### src/rtl/gnn_result_serializer_if.sv
// gnn_result_serializer_if: result stream bus (word, valid/ready handshake, index, last, parity)
//   master: drives dout, dout_valid, dout_idx, dout_last, dout_par; samples dout_ready
//   slave : samples the stream; drives dout_ready
interface gnn_result_serializer_if;
  logic signed [20:0] dout;
  logic               dout_valid;
  logic               dout_ready;
  logic [2:0]         dout_idx;
  logic               dout_last;
  logic               dout_par;
  modport master (output dout, dout_valid, dout_idx, dout_last, dout_par, input dout_ready);
  modport slave  (input dout, dout_valid, dout_idx, dout_last, dout_par, output dout_ready);
endinterface

### src/rtl/gnn_result_serializer.sv
// gnn_result_serializer: captures the 8 DNN layer-2 results on a rising all-ready and streams them out one word per handshake
//   clk, rst_n (async, active-low)
//   res_n{0..3}_o{0,1} / rdy_n{0..3}_o{0,1}: results and ready flags from the 4-node array
//   ovr_clr: clears the sticky overrun flag
//   s (master): dout/dout_valid/dout_ready/dout_idx/dout_last/dout_par stream
//   busy: frame in flight or idle gap; overrun: a frame was dropped; frame_cnt: completed frames
//   IDLE_GAP: idle cycles after each frame; macro GNN_SER_PARITY_EN enables dout_par
module gnn_result_serializer #(
  parameter int IDLE_GAP = 0
) (
  input  logic                     clk,
  input  logic                     rst_n,
  input  logic signed [20:0]       res_n0_o0,
  input  logic signed [20:0]       res_n0_o1,
  input  logic signed [20:0]       res_n1_o0,
  input  logic signed [20:0]       res_n1_o1,
  input  logic signed [20:0]       res_n2_o0,
  input  logic signed [20:0]       res_n2_o1,
  input  logic signed [20:0]       res_n3_o0,
  input  logic signed [20:0]       res_n3_o1,
  input  logic                     rdy_n0_o0,
  input  logic                     rdy_n0_o1,
  input  logic                     rdy_n1_o0,
  input  logic                     rdy_n1_o1,
  input  logic                     rdy_n2_o0,
  input  logic                     rdy_n2_o1,
  input  logic                     rdy_n3_o0,
  input  logic                     rdy_n3_o1,
  input  logic                     ovr_clr,
  output logic                     busy,
  output logic                     overrun,
  output logic [7:0]               frame_cnt,
  gnn_result_serializer_if.master  s
);
  localparam logic [1:0] IDLE = 2'd0, SEND = 2'd1, GAP = 2'd2;
  localparam logic [3:0] GAP_LAST = 4'(IDLE_GAP - 1);
  logic [1:0] state_q, state_d;
  logic [2:0] idx_q, idx_d;
  logic [3:0] gap_q, gap_d;
  logic [7:0] cnt_q, cnt_d;
  logic ovr_q, ovr_d, all_rdy, all_rdy_q, rise, hs, cap;
  logic signed [20:0] wbuf_q [8];
  logic signed [20:0] wbuf_d [8];
  assign all_rdy = &{rdy_n0_o0, rdy_n0_o1, rdy_n1_o0, rdy_n1_o1, rdy_n2_o0, rdy_n2_o1, rdy_n3_o0, rdy_n3_o1};
  assign rise = all_rdy & ~all_rdy_q;
  always_comb begin
    hs = state_q == SEND && s.dout_ready;
    cap = state_q == IDLE && rise;
    state_d = state_q;
    idx_d = idx_q;
    gap_d = gap_q;
    cnt_d = cnt_q;
    wbuf_d = wbuf_q;
    // a rise while busy drops that frame; a new drop beats a simultaneous clear
    ovr_d = (rise && state_q != IDLE) || (ovr_q && !ovr_clr);
    if (cap) begin
      state_d = SEND;
      idx_d = '0;
      wbuf_d = '{res_n0_o0, res_n0_o1, res_n1_o0, res_n1_o1, res_n2_o0, res_n2_o1, res_n3_o0, res_n3_o1};
    end
    if (hs && idx_q == 3'd7) begin
      cnt_d = cnt_q + 8'd1;
      idx_d = '0;
      gap_d = '0;
      state_d = IDLE_GAP > 0 ? GAP : IDLE;
    end else if (hs) idx_d = idx_q + 3'd1;
    if (state_q == GAP) begin
      gap_d = gap_q + 4'd1;
      state_d = gap_q == GAP_LAST ? IDLE : GAP;
    end
  end
  always_ff @(posedge clk or negedge rst_n) begin
    if (!rst_n) begin
      state_q <= IDLE;
      idx_q <= '0;
      gap_q <= '0;
      cnt_q <= '0;
      ovr_q <= 1'b0;
      all_rdy_q <= 1'b0;
      wbuf_q <= '{default: '0};
    end else begin
      state_q <= state_d;
      idx_q <= idx_d;
      gap_q <= gap_d;
      cnt_q <= cnt_d;
      ovr_q <= ovr_d;
      all_rdy_q <= all_rdy;
      wbuf_q <= wbuf_d;
    end
  end
  assign s.dout_valid = state_q == SEND;
  assign s.dout = s.dout_valid ? wbuf_q[idx_q] : '0;
  assign s.dout_idx = s.dout_valid ? idx_q : '0;
  assign s.dout_last = s.dout_valid && idx_q == 3'd7;
`ifdef GNN_SER_PARITY_EN
  assign s.dout_par = s.dout_valid & ^s.dout;
`else
  assign s.dout_par = 1'b0;
`endif
  assign busy = state_q != IDLE;
  assign overrun = ovr_q;
  assign frame_cnt = cnt_q;
endmodule

### src/flat_wrapper.sv
// flat-port wrapper written by rule: the top's interface ports become plain ports
module gnn_result_serializer_flat 
#(
  parameter int IDLE_GAP = 0
)
  (clk, rst_n, res_n0_o0, res_n0_o1, res_n1_o0, res_n1_o1, res_n2_o0, res_n2_o1, res_n3_o0, res_n3_o1, rdy_n0_o0, rdy_n0_o1, rdy_n1_o0, rdy_n1_o1, rdy_n2_o0, rdy_n2_o1, rdy_n3_o0, rdy_n3_o1, ovr_clr, busy, overrun, frame_cnt, s_dout, s_dout_valid, s_dout_idx, s_dout_last, s_dout_par, s_dout_ready);
  gnn_result_serializer_if s_i ();
  input  logic clk;
  input  logic rst_n;
  input  logic signed [20:0] res_n0_o0;
  input  logic signed [20:0] res_n0_o1;
  input  logic signed [20:0] res_n1_o0;
  input  logic signed [20:0] res_n1_o1;
  input  logic signed [20:0] res_n2_o0;
  input  logic signed [20:0] res_n2_o1;
  input  logic signed [20:0] res_n3_o0;
  input  logic signed [20:0] res_n3_o1;
  input  logic rdy_n0_o0;
  input  logic rdy_n0_o1;
  input  logic rdy_n1_o0;
  input  logic rdy_n1_o1;
  input  logic rdy_n2_o0;
  input  logic rdy_n2_o1;
  input  logic rdy_n3_o0;
  input  logic rdy_n3_o1;
  input  logic ovr_clr;
  output logic busy;
  output logic overrun;
  output logic [7:0] frame_cnt;
  output wire logic [$bits(s_i.dout)-1:0] s_dout;
  output wire logic [$bits(s_i.dout_valid)-1:0] s_dout_valid;
  output wire logic [$bits(s_i.dout_idx)-1:0] s_dout_idx;
  output wire logic [$bits(s_i.dout_last)-1:0] s_dout_last;
  output wire logic [$bits(s_i.dout_par)-1:0] s_dout_par;
  input wire logic [$bits(s_i.dout_ready)-1:0] s_dout_ready;
  assign s_dout = s_i.dout;
  assign s_dout_valid = s_i.dout_valid;
  assign s_dout_idx = s_i.dout_idx;
  assign s_dout_last = s_i.dout_last;
  assign s_dout_par = s_i.dout_par;
  assign s_i.dout_ready = s_dout_ready;
  gnn_result_serializer #(.IDLE_GAP(IDLE_GAP)) u_core (.clk(clk), .rst_n(rst_n), .res_n0_o0(res_n0_o0), .res_n0_o1(res_n0_o1), .res_n1_o0(res_n1_o0), .res_n1_o1(res_n1_o1), .res_n2_o0(res_n2_o0), .res_n2_o1(res_n2_o1), .res_n3_o0(res_n3_o0), .res_n3_o1(res_n3_o1), .rdy_n0_o0(rdy_n0_o0), .rdy_n0_o1(rdy_n0_o1), .rdy_n1_o0(rdy_n1_o0), .rdy_n1_o1(rdy_n1_o1), .rdy_n2_o0(rdy_n2_o0), .rdy_n2_o1(rdy_n2_o1), .rdy_n3_o0(rdy_n3_o0), .rdy_n3_o1(rdy_n3_o1), .ovr_clr(ovr_clr), .busy(busy), .overrun(overrun), .frame_cnt(frame_cnt), .s(s_i));
endmodule
### config.mk
export PLATFORM = sky130hd
export DESIGN_NAME = gnn_result_serializer_flat
export DESIGN_NICKNAME = d
export VERILOG_FILES = /design/src/rtl/gnn_result_serializer_if.sv /design/src/rtl/gnn_result_serializer.sv /design/src/flat_wrapper.sv
export SDC_FILE = /design/constraint.sdc
export NUM_CORES = 1
export LEC_CHECK = 0
export CAP_MARGIN = 15
export CORE_UTILIZATION = 49
export DETAILED_ROUTE_END_ITERATION = 16
export GPL_ROUTABILITY_DRIVEN = 1
export PLACE_DENSITY = 0.8
export SETUP_SLACK_MARGIN = 0.05
export SYNTH_ARGS = -nofsm -noshare
export SYNTH_HDL_FRONTEND = slang
export SYNTH_SLANG_ARGS = --single-unit
### constraint.sdc
create_clock -name clk -period 2.1 [get_ports clk]
set_input_delay 0.42 -clock clk [delete_from_list [all_inputs] [get_ports clk]]
set_output_delay 0.42 -clock clk [all_outputs]
set_load 0.1 [all_outputs]
# Yosys cells after proc, flatten, opt, wreduce, memory -nomap -nowiden
# Index checks and enable logic that the tools add are counted.
# W data, S select, Z words.
totals:
  reg_bits: 187
  inputBits: 180
  output_inout_bits: 37
  wordCells: 53
classes:
  add_sub_neg: 3
  order_cmp: 1
  eq_ne: 4
  mux: 14
  n_bitwise: 3
  reduce_logical: 14
ops:
  columns: ["cell", "count"]
  rows:
  - ["$bmux W21 S3", 1]
  - ["$mux W21", 3]
  - ["$mux W3", 4]
  - ["$add A8 B1 Y8 const B", 1]
  - ["$mux W2", 4]
  - ["$mux W4", 2]
  - ["$reduce_and A8 Y1", 1]
  - ["$logic_and A1 B1 Y1", 6]
  - ["$reduce_bool A3 Y1", 2]
  - ["$add A4 B1 Y4 const B", 1]
  - ["$eq A4 B4 Y1 const B", 1]
  - ["$ge A4 B4 Y1 const B", 1]
  - ["$not A3 Y4", 1]
  - ["$reduce_bool A2 Y1", 2]
  - ["$add A3 B1 Y3 const B", 1]
  - ["$eq A3 B3 Y1 const B", 1]
  - ["$eq A2 B1 Y1 const B", 1]
  - ["$eq A2 B2 Y1 const B", 1]
  - ["$logic_not A2 Y1", 1]
  - ["$and A1 B1 Y1", 1]
  - ["$logic_not A1 Y1", 1]
  - ["$logic_or A1 B1 Y1", 1]
  - ["$not A1 Y1", 1]

# Longest topological paths before layout
depth:
  word_depth: 6
  depth_mapped: 6
  ltp_nobuf: 5

# Worst setup path before layout
# OpenSTA, ideal clock, no wires.
synth_timing:
  path_type: "reg-to-output"
  startpoint: "reg u_core.idx_q[1]"
  endpoint: "out s_dout[10]"
  t_arrival_ns: 4.188
  required_ns: 1.680
  slack_ns: -2.508
  path_stages_with_launch: 7
  n_path_buf: 3
  path_cell_list: "dfrtp_1 buf_2 buf_2 nand2b_1 clkbuf_1 a211oi_1 nor4_1"
synth_via:
  elab_chain_cells: 5
synth_lines:
  columns: ["item", "line", "rtl"]
  rows:
  - ["from (decl)", "gnn_result_serializer.sv:38", "logic [2:0] idx_q, idx_d;"]
  - ["from (signal assigned)", "gnn_result_serializer.sv:83", "idx_q <= idx_d;"]
  - ["$not A3 Y4 (not written as such)", "gnn_result_serializer.sv:92", "assign s.dout = s.dout_valid ? wbuf_q[idx_q] : '0;"]
  - ["$bmux W21 S3", "gnn_result_serializer.sv:92", null]
  - ["$mux W21 (not written as such) (2 in series)", "gnn_result_serializer.sv:92", null]
  - ["$mux W21", "gnn_result_serializer.sv:92", null]
  - ["to (decl)", "flat_wrapper.sv:30", "output wire logic [$bits(s_i.dout)-1:0] s_dout;"]
# No other way between the ends. The select of a mux whose other input is x is not followed.

# Worst setup path in the final report
layout_timing:
  startpoint: "reg u_core.idx_q[2]"
  endpoint: "out s_dout[1]"
# The elaborated chain is that of the path after synthesis.

==> impl_results.md <==
* Die Wd at 134 µm
* Core footprint at 0.0168 mm²
* Critical path origin: u_core.idx_q[2]$_DFFE_PN0P_
* CTS max path bufs at 2
* Initial Util at 50.8%
* Placer Congestion at 0.835
* Final WL at 24100 µm
* Hold Vio Cnt, Final at 0
* Sw frac at 32.8%
* Post-Layout Cell Count at 1090
* Hold EP: u_core.wbuf_q[103]$_DFFE_PN0P_
* Die H at 134 µm
* Row Count at 47
* HP Class: reg -> reg
* Number of antenna-violating nets in the routed design at 0
* Initial DRT Pass Iterations at 4
* Synthesized area per cell at 13.9 µm²
* Hold Path Stages at 1
* Drt initial violations at 207
* Via count at 6127
* Die Footprint at 0.0180 mm²
* Crit-path cells: bufbuf_16 -> mux4_2 -> nor2_2 -> nor4_4 -> buf_12
* Drt drc at 0
* First-pass GRT wire length at 37500 µm
* Reg clk slew, reported paths at 70 ps
* CP max stage cell: dfrtp_4
* Minimum clock period at 2530 ps
* Max stage delay on crit path at 530 ps
* Vias per cell at 5.62
* Nets@finish at 1042
* DP Worst Slack at -256 ps
* Final Max Slew Viols at 0
* Root buf cell: clkbuf_16
* Overflow after GRT at 0
* Yosys warns at 0
* Combinational fraction of design power at 35.1%
* Status: finished, violations left
* Ant. Diodes at 0
* CP Launch Type: register
* Max H-tree Level at 4
* Post-Synthesis Cell Area at 0.00854 mm²
* I/O Buffers at 215
* Highest fanout seen on the critical path at 11
* Largest net degree at the start of global routing at 60
* Pint at 8.05 mW
* RSZ-0062 raised after global routing: yes
* Synth Register Bits at 187
* Vias in the first global route at 6783
* Pwr Density at 923 mW/mm²
* Worst r2r src: u_core.state_q[0]$_DFFE_PN0P_
* Worst-skew pair later-pin latency at 440 ps
* Switching component of the power at 3.93 mW
* Worst setup margin at -432 ps
* Dpl cells at 1052
* Fmax at 0.395 GHz
* Initial antenna violation count at 0
* Final Cycle Share at 121%
* Mapped Cells at 616
* HPWL Detailed at 17300 µm
* All-Layer GR Usage at 28.2%
* Setup CP Type: reg -> out
* Reg2reg end: u_core.wbuf_q[148]$_DFFE_PN0P_
* CTS tree: yes
* Clock share of power at 30.7%
* Distinct cells, synth at 34
* Clock sink count at 187
* CP required at 1680 ps
* Final Skew at 10.0 ps
* Leak at 5.78 nW
* Post-DR wirelength/cell at 22.1 µm
* Final setup viols at 22
* Total CTS buffers at 17
* Number of max-cap violations at 0
* Sequential fraction of the synthesis area at 54.8%
* Slew at the pin with the worst max-slew slack at 511 ps
* Critical Path AT at 2110 ps
* Reg power frac at 34.2%
* R2R cell count at 5
* Layout cells sized above 1 at 34.6%
* IR drop worst, VDD at 0.736 mV
* # IOs at 217
* Failing checks: negative setup slack
* Slew HR at 65.9%
* HP Start: u_core.wbuf_q[103]$_DFFE_PN0P_
* R2r setup slk at 210 ps
* Crit. End Element: output port
* Layout area overhead at 51.9%
* Mapped Nets at 800
==> metal layers <==
metal / routed length, µm / share of wire [%] / GRT usage (%)
met4: 486 / 2.0 / 9.53
met3: 1780 / 7.4 / 6.76
met5: 0 / 0 / 0
met2: 12100 / 50 / 46.5
met1: 9750 / 40 / 36.6
==> repair_timing <==
action,in CTS,in global routing
setup buffers,1,0
pin swaps,8,4
cloned,1,4
hold endpoints to repair,52,0
hold buffers,1,0
gates resized for setup,40,30
setup endpoints to repair,23,23
==> synthesized netlist by cell type <==
cell type	n	area (µm²)
nand3b_1	1	7.51
nor4_4	1	21.3
or4_1	1	7.51
nand4_1	3	18.8
clkbuf_1	21	78.8
a21o_1	1	7.51
buf_2	10	50.1
nand2b_1	3	18.8
dfrtp_1	187	4680
or2_0	1	6.26
nand3_1	6	30.0
mux2_1	100	1130
conb_1	1	3.75
o21ai_0	3	15.0
nand2_1	7	26.3
a211oi_1	42	315
buf_4	14	105
nor2_1	24	90.1
nor3_1	4	20.0
nor3b_1	3	22.5
a22o_1	2	17.5
xnor2_1	4	35.0
ha_1	4	50.1
nor2b_1	42	263
mux2i_1	1	10.0
a31o_2	3	26.3
and4b_1	1	10.0
nand4b_1	2	17.5
mux4_2	21	473
nor4_1	22	138
inv_1	4	15.0
xor2_1	4	35.0
and2_1	5	31.3
mux2_2	68	766
==> cell usage in the layout, fill, tap and decap left out, types with 2 or more instances in the layout <==
cell	synthesis	routed
xor2_1	4	4
dfrtp_1	187	184
a31o_2	3	3
nor3_1	4	4
ha_1	4	2
a211oi_1	42	19
nor2_1	24	7
nand3_1	6	6
buf_4	14	36
mux2_1	100	100
xnor2_1	4	4
a22o_1	2	2
bufinv_16	0	6
mux4_2	21	21
buf_6	0	4
nor2b_1	42	27
o21ai_0	3	3
clkdlybuf4s50_1	0	178
nand2b_1	3	2
inv_1	4	3
inv_6	0	2
nand2_1	7	6
nand4b_1	2	2
and2_4	0	3
nor2_4	0	4
buf_12	0	42
ha_4	0	2
dfrtp_2	0	2
nor3b_1	3	3
nor2b_2	0	12
nor2b_4	0	3
nand4_1	3	3
clkinvlp_4	0	4
nor2_2	0	13
a211oi_2	0	23
clkbuf_8	0	2
nor4_4	1	22
clkbuf_16	0	20
mux2_2	68	68
==> worst max-delay path by stage <==
| stage | cells past startpoint | to | slack, ps |
|---|---|---|---|
| final | 5 | s_dout[1] | -430 |
| after global routing | 6 | s_dout[18] | -480 |
| after CTS | 5 | s_dout[3] | -440 |
| after detailed placement | 6 | u_core.wbuf_q[148]$_DFFE_PN0P_ | -260 |
| after global placement | 6 | u_core.wbuf_q[23]$_DFFE_PN0P_ | -210 |
| after floorplan | 5 | s_dout[3] | -460 |
==> cell families after synthesis <==
| kind of cell | count (synthesis) | share of synthesized area (%) |
|---|---|---|
| and+or+nand+nor | 126 | 8.53 |
| adders and majority gates | 4 | 0.586 |
| muxes | 190 | 27.8 |
| AOI/OAI and AO/OA | 51 | 4.47 |
| xor gates and xnor gates | 8 | 0.821 |
| buffers and inverters | 49 | 2.92 |
| DFF | 187 | 54.8 |
| other | 1 | 0.0439 |
==> per-stage QoR <==
stage                     cell area (µm²)  total power [mW]  hold WS, ps  TNS [ps]  utilization [%]
after global placement              11900              7.83          429    -29830             70.6
after floorplan                      8950              6.42          124     -9210                -
after global routing                13000              12.4          492     -9290             77.1
final                               13000              12.0          480     -8080             77.1
after detailed placement            11900              7.92          439    -35350             70.6
after CTS                           12800              11.8          482     -8470             75.9
==> power groups by stage <==
stage	Sequential, mW	Combinational (mW)	Clock [mW]
floorplan	4.07	2.35	0
global placement	4.11	3.72	0
detailed placement	4.14	3.78	0
CTS	4.08	4.04	3.72
global route	4.13	4.42	3.88
finish	4.10	4.21	3.67
==> sequential cells by signal (all words and copies together), names as in the netlist <==
signal	cells
u_core.gap_q	4
u_core.wbuf_q	168
u_core.overrun	1
u_core.frame_cnt	8
u_core.state_q	2
u_core.idx_q	3
u_core.all_rdy_q	1
==> worst max-delay path, delay by kind of cell, from the launching register on <==
| kind | cells | cell delay [ps] |
|---|---|---|
| muxes | 1 | 340 |
| and+or+nand+nor | 2 | 300 |
| DFF | 1 | 530 |
| buffers and inverters | 2 | 500 |
==> final cells by class <==
cell class	count	area (µm²)
clock inverter	13	236
inverter	4	18.8
sequential	187	4690
timing repair buffer	268	3110
clock buffer	18	439
fill	989	3850
multi-input combinational	380	4200
tap	220	275
Power figures use the tool's default switching activity.
